==> src/rtl/mem_pkg.sv <==
// Shared widths, derived constants and FSM encoding for the word-to-byte memory access controller.
package mem_pkg;
    localparam int ADDR_W         = 28;
    localparam int DATA_W         = 28;
    localparam int BYTE_W         = 8;
    localparam int MEM_DEPTH      = 256;
    localparam int BYTES_PER_WORD = 4;
    localparam int LAST_BYTE_BITS = DATA_W - 3 * BYTE_W;
    localparam int K_W            = $clog2(BYTES_PER_WORD);

    typedef enum logic [1:0] {
        IDLE,
        ACCESS,
        RESP
    } state_t;

    // Highest legal base is MEM_DEPTH - BYTES_PER_WORD, so the whole word stays inside memory.
    function automatic logic addr_out_of_range(input logic [ADDR_W-1:0] a);
        return a > ADDR_W'(MEM_DEPTH - BYTES_PER_WORD);
    endfunction
endpackage

==> src/rtl/mem_byte_lane.sv <==
// Byte lane select: extracts byte k of the store word and inserts a read byte at lane k.
// Latency: combinational. Backpressure: none (pure datapath).
// The top lane is only LAST_BYTE_BITS wide; its upper memory bits are dropped on reads.
module mem_byte_lane
    import mem_pkg::*;
(
    input  logic [K_W-1:0]    k,
    input  logic [DATA_W-1:0] wdata,
    input  logic [DATA_W-1:0] rdata,
    input  logic [BYTE_W-1:0] rd_byte,
    output logic [DATA_W-1:0] wr_word,
    output logic [DATA_W-1:0] rdata_nxt
);

    always_comb begin
        wr_word   = '0;
        rdata_nxt = rdata;
        case (k)
            K_W'(0): begin
                wr_word[BYTE_W-1:0]     = wdata[BYTE_W-1:0];
                rdata_nxt[BYTE_W-1:0]   = rd_byte;
            end
            K_W'(1): begin
                wr_word[BYTE_W-1:0]            = wdata[2*BYTE_W-1:BYTE_W];
                rdata_nxt[2*BYTE_W-1:BYTE_W]   = rd_byte;
            end
            K_W'(2): begin
                wr_word[BYTE_W-1:0]              = wdata[3*BYTE_W-1:2*BYTE_W];
                rdata_nxt[3*BYTE_W-1:2*BYTE_W]   = rd_byte;
            end
            default: begin
                wr_word[LAST_BYTE_BITS-1:0]      = wdata[DATA_W-1:3*BYTE_W];
                rdata_nxt[DATA_W-1:3*BYTE_W]     = rd_byte[LAST_BYTE_BITS-1:0];
            end
        endcase
    end

endmodule

==> src/rtl/mem_word_access_ctrl.sv <==
// Word load/store to four little-endian byte accesses; MEM_ALIGN_CHECK_EN also rejects unaligned addresses.
// Latency: response 5 cycles after accept (1 cycle for a rejected request).
// Backpressure: req_ready only in IDLE; requests seen while busy are dropped; response cannot stall.
module mem_word_access_ctrl
    import mem_pkg::*;
(
    input  logic              clk,
    input  logic              rst_n,
    input  logic              req_valid,
    output logic              req_ready,
    input  logic              req_we,
    input  logic [ADDR_W-1:0] req_addr,
    input  logic [DATA_W-1:0] req_wdata,
    output logic              resp_valid,
    output logic              resp_err,
    output logic [DATA_W-1:0] resp_rdata,
    output logic [ADDR_W-1:0] mem_addr,
    output logic [DATA_W-1:0] mem_in,
    output logic              mem_we,
    input  logic [DATA_W-1:0] mem_out
);

    state_t            state, state_nxt;
    logic [K_W-1:0]    k;
    logic              we_q, err_q;
    logic [ADDR_W-1:0] addr_q;
    logic [DATA_W-1:0] wdata_q, rdata_q;
    logic [DATA_W-1:0] lane_wr, lane_rd_nxt;
    logic              req_err;
    logic              accept;
    logic              unused_mem_hi;

    assign unused_mem_hi = ^mem_out[DATA_W-1:BYTE_W];
    assign accept        = req_valid && req_ready;

`ifdef MEM_ALIGN_CHECK_EN
    assign req_err = addr_out_of_range(req_addr) || (req_addr[1:0] != 2'b00);
`else
    assign req_err = addr_out_of_range(req_addr);
`endif

    mem_byte_lane u_lane (
        .k         (k),
        .wdata     (wdata_q),
        .rdata     (rdata_q),
        .rd_byte   (mem_out[BYTE_W-1:0]),
        .wr_word   (lane_wr),
        .rdata_nxt (lane_rd_nxt)
    );

    always_ff @(posedge clk) begin
        if (!rst_n) begin
            state   <= IDLE;
            k       <= '0;
            we_q    <= 1'b0;
            err_q   <= 1'b0;
            addr_q  <= '0;
            wdata_q <= '0;
            rdata_q <= '0;
        end else begin
            state <= state_nxt;
            if (accept) begin
                we_q    <= req_we;
                err_q   <= req_err;
                addr_q  <= req_addr;
                wdata_q <= req_wdata;
                rdata_q <= '0;
                k       <= '0;
            end else if (state == ACCESS) begin
                k <= k + K_W'(1);
                if (!we_q) rdata_q <= lane_rd_nxt;
            end
        end
    end

    // Every memory-side output is decoded from registered state, never from req_*.
    always_comb begin
        state_nxt  = state;
        req_ready  = 1'b0;
        resp_valid = 1'b0;
        resp_err   = 1'b0;
        resp_rdata = '0;
        mem_addr   = '0;
        mem_in     = '0;
        mem_we     = 1'b0;
        case (state)
            IDLE: begin
                req_ready = 1'b1;
                if (req_valid) state_nxt = req_err ? RESP : ACCESS;
            end
            ACCESS: begin
                mem_addr = addr_q + ADDR_W'(k);
                mem_we   = we_q;
                mem_in   = we_q ? lane_wr : '0;
                if (k == K_W'(BYTES_PER_WORD - 1)) state_nxt = RESP;
            end
            RESP: begin
                resp_valid = 1'b1;
                resp_err   = err_q;
                resp_rdata = (we_q || err_q) ? '0 : rdata_q;
                state_nxt  = IDLE;
            end
            default: state_nxt = IDLE;
        endcase
    end

endmodule

==> config.mk <==
export PLATFORM = sky130hd
export DESIGN_NAME = mem_word_access_ctrl
export DESIGN_NICKNAME = d
export VERILOG_FILES = /design/src/rtl/mem_pkg.sv /design/src/rtl/mem_byte_lane.sv /design/src/rtl/mem_word_access_ctrl.sv
export SDC_FILE = /design/constraint.sdc
export NUM_CORES = 1
export LEC_CHECK = 0
export BUFFER_PORTS_ARGS = -buffer_cell sky130_fd_sc_hd__buf_4
export CAP_MARGIN = 20
export CORE_MARGIN = 1.5
export CORE_UTILIZATION = 45
export DETAILED_ROUTE_END_ITERATION = 7
export PLACE_DENSITY = 0.77
export RECOVER_POWER = 25
export SYNTH_ARGS = -nofsm -noshare
export SYNTH_HDL_FRONTEND = slang
export SYNTH_SLANG_ARGS = --single-unit
==> constraint.sdc <==
create_clock -name clk -period 2.35 [get_ports clk]
set_clock_uncertainty 0.2 [all_clocks]
set_input_delay 0.3525 -clock clk [delete_from_list [all_inputs] [get_ports clk]]
set_output_delay 0.3525 -clock clk [all_outputs]
set_load 0.1 [all_outputs]
Yosys cells after proc, flatten, opt, wreduce, memory -nomap -nowiden

Index checks and enable logic that the tools add are counted.

$add $sub $neg: 2
Magnitude comparators: 1
Eq/ne operators: 7
Muxes and demuxes: 15
Bitwise operators: 3
Reductions and logical operators: 11

Operator list:

| cell                                                                   | number |
|---|---|
| 28-bit two-way mux                                                     | 3 |
| 28-bit by 2-bit adder with 28-bit output                               | 1 |
| 28-bit by 8-bit > comparator with 1-bit output (second input constant) | 1 |
| 4-bit one-hot mux with 3 select lines                                  | 2 |
| 8-bit two-way mux                                                      | 2 |
| 3-bit AND reduction                                                    | 4 |
| 2-bit equality test (second input constant)                            | 3 |
| 2-bit two-way mux                                                      | 3 |
| 2-bit by 1-bit equality test with 1-bit output (second input constant) | 2 |
| 2-bit zero test                                                        | 2 |
| 1-bit two-way mux                                                      | 4 |
| 2-bit one-hot mux with 2 select lines                                  | 1 |
| 1-bit inverter                                                         | 3 |
| 3-bit OR reduction                                                     | 1 |
| 2-bit by 1-bit adder with 2-bit output (second input constant)         | 1 |
| 2-bit by 1-bit != test with 1-bit output (second input constant)       | 1 |
| 2-bit != test (second input constant)                                  | 1 |
| 2-bit AND reduction                                                    | 1 |
| 2-bit OR reduction                                                     | 1 |
| 1-bit logical AND                                                      | 1 |
| 1-bit logical OR                                                       | 1 |

Flip-flop bits (word level): 90
Input bits: 88
Output and inout bits: 88
Word-level logic and storage cells: 49

Longest topological paths before layout

Gate-level depths: netlist of the first run.

Depth in word-level cells: 4
Mapped depth: 7

By module

Synthesis of the first run repeated with hierarchy kept, for this count alone.

Cell total of the unflattened synthesis: 669
Area, all modules: 5246.3 um2

By module, submodules not included:

| module               | times used | cells an instance | area each (um2) |
|---|---|---|---|
| mem_word_access_ctrl | 1          | 599               | 4529.3 |
| mem_byte_lane        | 1          | 70                | 716.9 |

Worst setup path before layout of the first run

Ideal clock, no wire load.

Path type: reg-to-output
Start: reg k[0]
End: out mem_addr[14]
Data arrival time: 3396 ps
Path slack: -1598 ps
Cell stages (with the launch flop): 8
Cells stage by stage: dfxtp_1 -> ha_1 -> inv_1 -> fa_1 -> and2b_1 -> nand3_2 -> or4b_1 -> a21oi_1

Word-level cells in the longest chain between the ends: 2

RTL lines:

| item                                     | line                       | RTL |
|---|---|---|
| from (decl)                              | mem_word_access_ctrl.sv:24 | `logic [K_W-1:0] k;` |
| from (signal assigned)                   | mem_word_access_ctrl.sv:70 | `k <= k + K_W'(1);` |
| 28-bit by 2-bit adder with 28-bit output | mem_word_access_ctrl.sv:92 | `mem_addr = addr_q + ADDR_W'(k);` |
| 28-bit two-way mux                       | mem_word_access_ctrl.sv:86 | `case (state)` |
| to (decl)                                | mem_word_access_ctrl.sv:17 | `output logic [ADDR_W-1:0] mem_addr,` |

No other way between the ends.

Worst setup path after layout of the first run

Start: reg addr_q[0]
End: out mem_addr[18]

Word-level cells in the longest chain between the ends: 2

RTL lines:

| item                                     | line                       | RTL |
|---|---|---|
| from (decl)                              | mem_word_access_ctrl.sv:26 | `logic [ADDR_W-1:0] addr_q;` |
| from (signal assigned)                   | mem_word_access_ctrl.sv:65 | `addr_q <= req_addr;` |
| 28-bit by 2-bit adder with 28-bit output | mem_word_access_ctrl.sv:92 |  |
| 28-bit two-way mux                       | mem_word_access_ctrl.sv:86 |  |

No other way between the ends.

==> impl_metrics.env, run 1 <==
export IMPL_status="finished, violations left"
export IMPL_violations="negative setup slack"
export IMPL_critical_path_top_delay_family="simple AND/OR/NAND/NOR gates"
export IMPL_placedCellCount=912
export IMPL_max_freq_mhz=326
export IMPL_gp_congestion=0.887
export IMPL_avgViaCountPerCell=5.40
export IMPL_fin_nets=893
export IMPL_fin_cells=938
export IMPL_clk_path_buf_depth=2
export IMPL_relSlewSlack_pct=33.5
export IMPL_p_clk_share_pct=34.1
export IMPL_seq_power_share_pct=48.2
export IMPL_crit_chain="ha_4, inv_2, fa_2, and2b_2, nand3_4, or4_4, a21oi_4, buf_12"
export IMPL_hp_start="req_wdata[25]"
export IMPL_end_kind="output port"
export IMPL_synthDistinctLibCells=48
export IMPL_crit_type="reg -> out"
export IMPL_routed_wl_mm=16.3
export IMPL_cts_inserted_buffers=9
export IMPL_cts_tree="done"
export IMPL_avgSynthCellArea_sq_um=7.79
export IMPL_ant_nets=0
export IMPL_placed_cell_area_sq_mm=0.00673
export IMPL_antenna_found_initial=0
export IMPL_finalMaxSlewViolations=0
export IMPL_synth_edf_count=0
export IMPL_p_total_w=0.00337
export IMPL_clk_latency_ns=0.35
export IMPL_die_area_sq_mm=0.0112
export IMPL_holdBufCountCts=0
export IMPL_drt_iter0_markers=347
export IMPL_start_kind="flop"
export IMPL_drive_above_1_share_pct=43.9
export IMPL_clk_pin_slew_ns=0.10
export IMPL_grt_pass1_vias=4958
export IMPL_ios=176
export IMPL_synthCells=613
export IMPL_portBuffers=135
export IMPL_synthesis_area_sq_mm=0.00477
export IMPL_ys_ff_latch=90
export IMPL_cts_htree_levels=3
export IMPL_tns_ns=-14.58
export IMPL_fp_coreArea_sq_mm=0.0103
export IMPL_grt_start_max_net_pins=62
export IMPL_cts_root_buffer="clkbuf_8"
export IMPL_vdd_drop_max_uv=368
export IMPL_power_leakage_nw=2.98
export IMPL_finalHoldViolations=0
export IMPL_synthArstFlopShare_pct=0
export IMPL_cts_sinks=90
export IMPL_crit_path_top_delay_cell="or4_4"
export IMPL_required_ns=1.80
export IMPL_final_common_cell="nand2_1"
export IMPL_grt_overflow=0
export IMPL_worstPathArrival_ns=2.51
export IMPL_power_density_mw_per_mm2=432
export IMPL_setup_slack_ns=-0.713
export IMPL_start_util_pct=46.2
export IMPL_rows=37
export IMPL_die_h_um=106
export IMPL_drt_first_pass_iters=5
export IMPL_yosys_most_used_dff="dfxtp_1"
export IMPL_final_cell_area_sq_mm=0.00780
export IMPL_combPwrFrac_pct=17.7
export IMPL_diodes=0
export IMPL_post_dp_hpwl_mm=10.5
export IMPL_rsz0062_at_grt="true"
export IMPL_yosysWarnings=0
export IMPL_critPathBufInv=2
export IMPL_p_int_w=0.00236
export IMPL_final_cell_mix="nand2_1 (163), buf_4 (135), dfxtp_1 (84), a21boi_0 (58), buf_6 (40)"
export IMPL_setup_viol=34
export IMPL_cp_slowest_stage_delay_ns=0.51
export IMPL_ys_seq_area_share_pct=37.7
export IMPL_cp_startpoint="addr_q[0]"
export IMPL_maxCapViolCount=0
export IMPL_hold_class="in -> reg"
export IMPL_cp_max_fo=5
export IMPL_die_x_um=106
export IMPL_vias=5065
export IMPL_fin_crit_sh_pct=130
export IMPL_drc=0
export IMPL_grt_util_all_layers_pct=27.6
export IMPL_syn_to_final_growth_pct=63.3
export IMPL_reg2reg_from="state[0]"
export IMPL_worst_pin_slew_ns=0.998
export IMPL_p_sw_w=0.00101
export IMPL_wl_per_cell_um=17.4
export IMPL_grt_pass1_wl_mm=24.6
export IMPL_switching_share_pct=29.9
export IMPL_period_minus_slack_ns=3.06
==> Yosys cell counts (6+ instances only) <==
master	n	area, sq um
a222oi_1	8	80.1
mux2i_1	12	120
inv_1	10	37.5
or4_1	7	52.6
nand2_1	165	619
a21boi_0	58	435
and2_1	37	231
nor2_1	35	131
o31ai_1	8	60.1
nand3_1	9	45.0
dfxtp_1	90	1800
nand4_1	6	37.5
clkbuf_1	27	101
o21ai_0	8	40.0
a21oi_1	39	195
buf_4	21	158
ha_1	7	87.6
==> worst reg2reg max path, delay by kind of cell, from the launching register on <==
family | cells | cell delay (ns)
AO/OA/AOI/OAI | 1 | 0.25
AND/OR/NAND/NOR | 3 | 0.65
flip-flops | 1 | 0.38
buffers and inverters | 1 | 0.74
==> power groups by stage <==
stage | clock network (W) | logic, W | registers [W]
after floorplan | 0 | 0.000369 | 0.00166
after global placement | 0 | 0.000554 | 0.00165
after detailed placement | 0 | 0.000565 | 0.00166
after CTS | 0.00116 | 0.000574 | 0.00162
after global routing | 0.00122 | 0.000633 | 0.00163
final | 0.00115 | 0.000596 | 0.00162
==> final cells by class <==
class	instances	area [sq um]
multi-input combinational	472	3360
fill	693	2530
timing repair buffer	214	2200
sequential	90	1810
tap	136	170
clock buffer	11	153
clock inverter	5	66.3
inverter	10	37.5
==> kinds of logic after synthesis <==
group,Yosys count,synth area share (%)
AO/OA/AOI/OAI,130,18.5
XOR/XNOR,7,1.28
adder cells (fa/ha/maj),8,2.25
buffers and inverters,70,8.20
flip-flops,90,37.7
multiplexers,12,2.52
other,1,0.0786
AND/OR/NAND/NOR,295,29.4
==> flip-flops by register name, indices dropped and copies added (netlist names) <==
register	count
we_q	1
addr_q	28
wdata_q	28
k	2
err_q	1
state	2
rdata_q	28
==> stage by stage <==
stage | worst slack (ns) | hold WS, ns | utilization [%]
after floorplan | -0.563 | 0.237 | -
after global placement | -0.348 | 0.244 | 65.2
after detailed placement | -0.369 | 0.251 | 65.2
after CTS | -0.691 | 0.0386 | 74.1
after global routing | -0.787 | 0.0463 | 75.5
final | -0.713 | 0.0446 | 75.5
==> timing repair <==
action	CTS	global route
pin swaps	25	18
setup buffers	5	5
resized for setup	154	25
setup endpoints to repair	62	64
cloned	0	0
hold endpoints to repair	0	0
==> per-layer routing <==
metal	track usage (%)	vias up	wire length (um)	share of wire [%]
met5	0	-	0	0
met4	9.07	0	528	3.2
met3	3.99	43	902	5.5
met2	49.4	234	8390	52
met1	33.8	2384	6450	40
li1	-	2404	-	-
==> path summary, 6_finish.rpt <==
path | slack (ns) | to | cells after the start
min | 0.04 | wdata_q[25] | 3
min reg2reg | 0.26 | rdata_q[12] | 2
max | -0.71 | mem_addr[18] | 8
max reg2reg | 0.04 | addr_q[17] | 5
Note: power is estimated with default switching activity, not from simulation.
==> inputs of run 2 (changes only) <==
- GPL_TIMING_DRIVEN: not set -> 0
- PLACE_DENSITY: 0.77 -> 0.85
==> impl_metrics.env, run 2 (same netlist as run 1, synthesis figures left out) <==
export IMPL_required_ns=1.80
export IMPL_grt_overflow=0
export IMPL_finalHoldViolations=0
export IMPL_crit_path_top_delay_cell="or4_4"
export IMPL_grt_pass1_vias=5382
export IMPL_cts_tree="done"
export IMPL_period_minus_slack_ns=3.17
export IMPL_cts_sinks=90
export IMPL_max_freq_mhz=315
export IMPL_fp_coreArea_sq_mm=0.0103
export IMPL_post_dp_hpwl_mm=10.8
export IMPL_diodes=0
export IMPL_final_util_pct=80.0
export IMPL_power_leakage_nw=3.12
export IMPL_cp_slowest_stage_delay_ns=0.60
export IMPL_drt_iter0_markers=491
export IMPL_antenna_found_initial=0
export IMPL_die_x_um=106
export IMPL_vdd_drop_max_uv=278
export IMPL_fin_nets=922
export IMPL_final_cell_mix="nand2_1 (162), buf_4 (125), dfxtp_1 (73), a21boi_0 (58), buf_12 (57)"
export IMPL_grt_start_max_net_pins=15
export IMPL_die_area_sq_mm=0.0112
export IMPL_multi_input_area_sq_mm=0.00344
export IMPL_setup_slack_ns=-0.823
export IMPL_gp_congestion=0.874
export IMPL_worstPathArrival_ns=2.62
export IMPL_end_kind="output port"
export IMPL_crit_chain="inv_1, fa_2, and2b_4, nand3_4, or4_4, a21oi_4, buf_12"
export IMPL_power_density_mw_per_mm2=389
export IMPL_drc=0
export IMPL_status="finished, violations left"
export IMPL_final_common_cell="nand2_1"
export IMPL_cp_max_fo=6
export IMPL_ant_nets=0
export IMPL_drive_above_1_share_pct=45.5
export IMPL_crit_type="reg -> out"
export IMPL_vias=5507
export IMPL_grt_pass1_wl_mm=27.6
export IMPL_routed_wl_mm=18.6
export IMPL_rows=37
export IMPL_cts_htree_levels=3
export IMPL_cts_inserted_buffers=9
export IMPL_clk_latency_ns=0.36
export IMPL_relSlewSlack_pct=59.6
export IMPL_seq_area_sq_mm=0.00184
export IMPL_finalMaxSlewViolations=0
export IMPL_clk_path_buf_depth=2
export IMPL_start_util_pct=46.2
export IMPL_fin_crit_sh_pct=135
export IMPL_hold_class="in -> reg"
export IMPL_rsz0062_at_grt="true"
export IMPL_syn_to_final_growth_pct=73.1
export IMPL_critPathBufInv=2
export IMPL_avgViaCountPerCell=5.71
export IMPL_maxCapViolCount=0
export IMPL_biggestRegsByFlops="addr_q x28, rdata_q x28, wdata_q x28"
export IMPL_grt_util_all_layers_pct=31.0
export IMPL_setup_viol=34
export IMPL_violations="negative setup slack"
export IMPL_clk_pin_slew_ns=0.08
export IMPL_cts_root_buffer="clkbuf_8"
export IMPL_start_kind="flop"
export IMPL_drt_first_pass_iters=7
export IMPL_wl_per_cell_um=19.3
export IMPL_portBuffers=135
export IMPL_critical_path_top_delay_family="simple AND/OR/NAND/NOR gates"
export IMPL_nFillCells=569
export IMPL_tns_ns=-17.42
export IMPL_worst_pin_slew_ns=0.600
export IMPL_ios=176
export IMPL_die_h_um=106
run 2: cell count changes in the layout (fill, tap and decap cells not counted), sizes merged:
cell          before  now
clkbuf            14   37
buf              211  215
inv               13    9
clkinv             0    3
bufinv             1    0
clkinvlp           1    2
dlymetal6s2s       0    1
run 2: final cells by class:
class	count	area share, %
clock buffers	10	1.67
inverters	10	0.500
repair buffers	189	27.4
multi-input cells	472	41.6
clock inverters	4	0.363
well taps	136	2.06
flip-flops and latches	90	22.2
plain buffers	54	4.21
run 2: final timing paths:
check / startpoint / to / slack, ns / depth (start not counted)
max reg2reg: state[0] / k[1] / 0.02 / 6
min: req_wdata[0] / wdata_q[0] / 0.04 / 3
max: k[1] / mem_addr[18] / -0.82 / 7
min reg2reg: wdata_q[16] / wdata_q[16] / 0.27 / 2
run 2: through the flow:
step                hold WS [ns]  worst slack, ns  power, W  cell area [sq um]  instances
global route              0.0464           -0.869   0.00330               8260        965
floorplan                  0.237           -0.563   0.00203               5360        632
global placement           0.244           -0.550   0.00219               6540        903
detailed placement         0.251           -0.602   0.00220               6540        903
finish                    0.0373           -0.823   0.00322               8260        965
CTS                       0.0395           -0.732   0.00314               7840        953
run 2: worst reg2reg max path, cell delays in order, from the launching register on:
cell and delay [ns]:
dfxtp_1 0.37, nor2_1 0.27, nand2_1 0.22, clkbuf_1 0.33, nand2_1 0.23, clkbuf_1 0.45, a21oi_1 0.13
run 2: per-layer routing:
layer | up-vias | GRT usage [%] | wire length, um
li1 | 2473 | - | -
met1 | 2618 | 37.3 | 7000
met2 | 336 | 54.7 | 9340
met3 | 80 | 4.48 | 1300
met4 | 0 | 13.6 | 951
met5 | - | 0 | 0
run 2: power by group:
| part | leakage, nW | internal (W) | switching, W |
|---|---|---|---|
| logic | 2.29 | 0.000215 | 0.000390 |
| clock network | 0.0842 | 0.000404 | 0.000562 |
| registers | 0.743 | 0.00158 | 0.0000642 |
| total | 3.12 | 0.00220 | 0.00102 |
run 2: repair_timing:
action	in CTS	in global routing
setup buffers	40	13
resized for setup	200	71
hold buffers	0	0
setup endpoints to repair	64	64
gates cloned	0	2
pin swaps	37	29
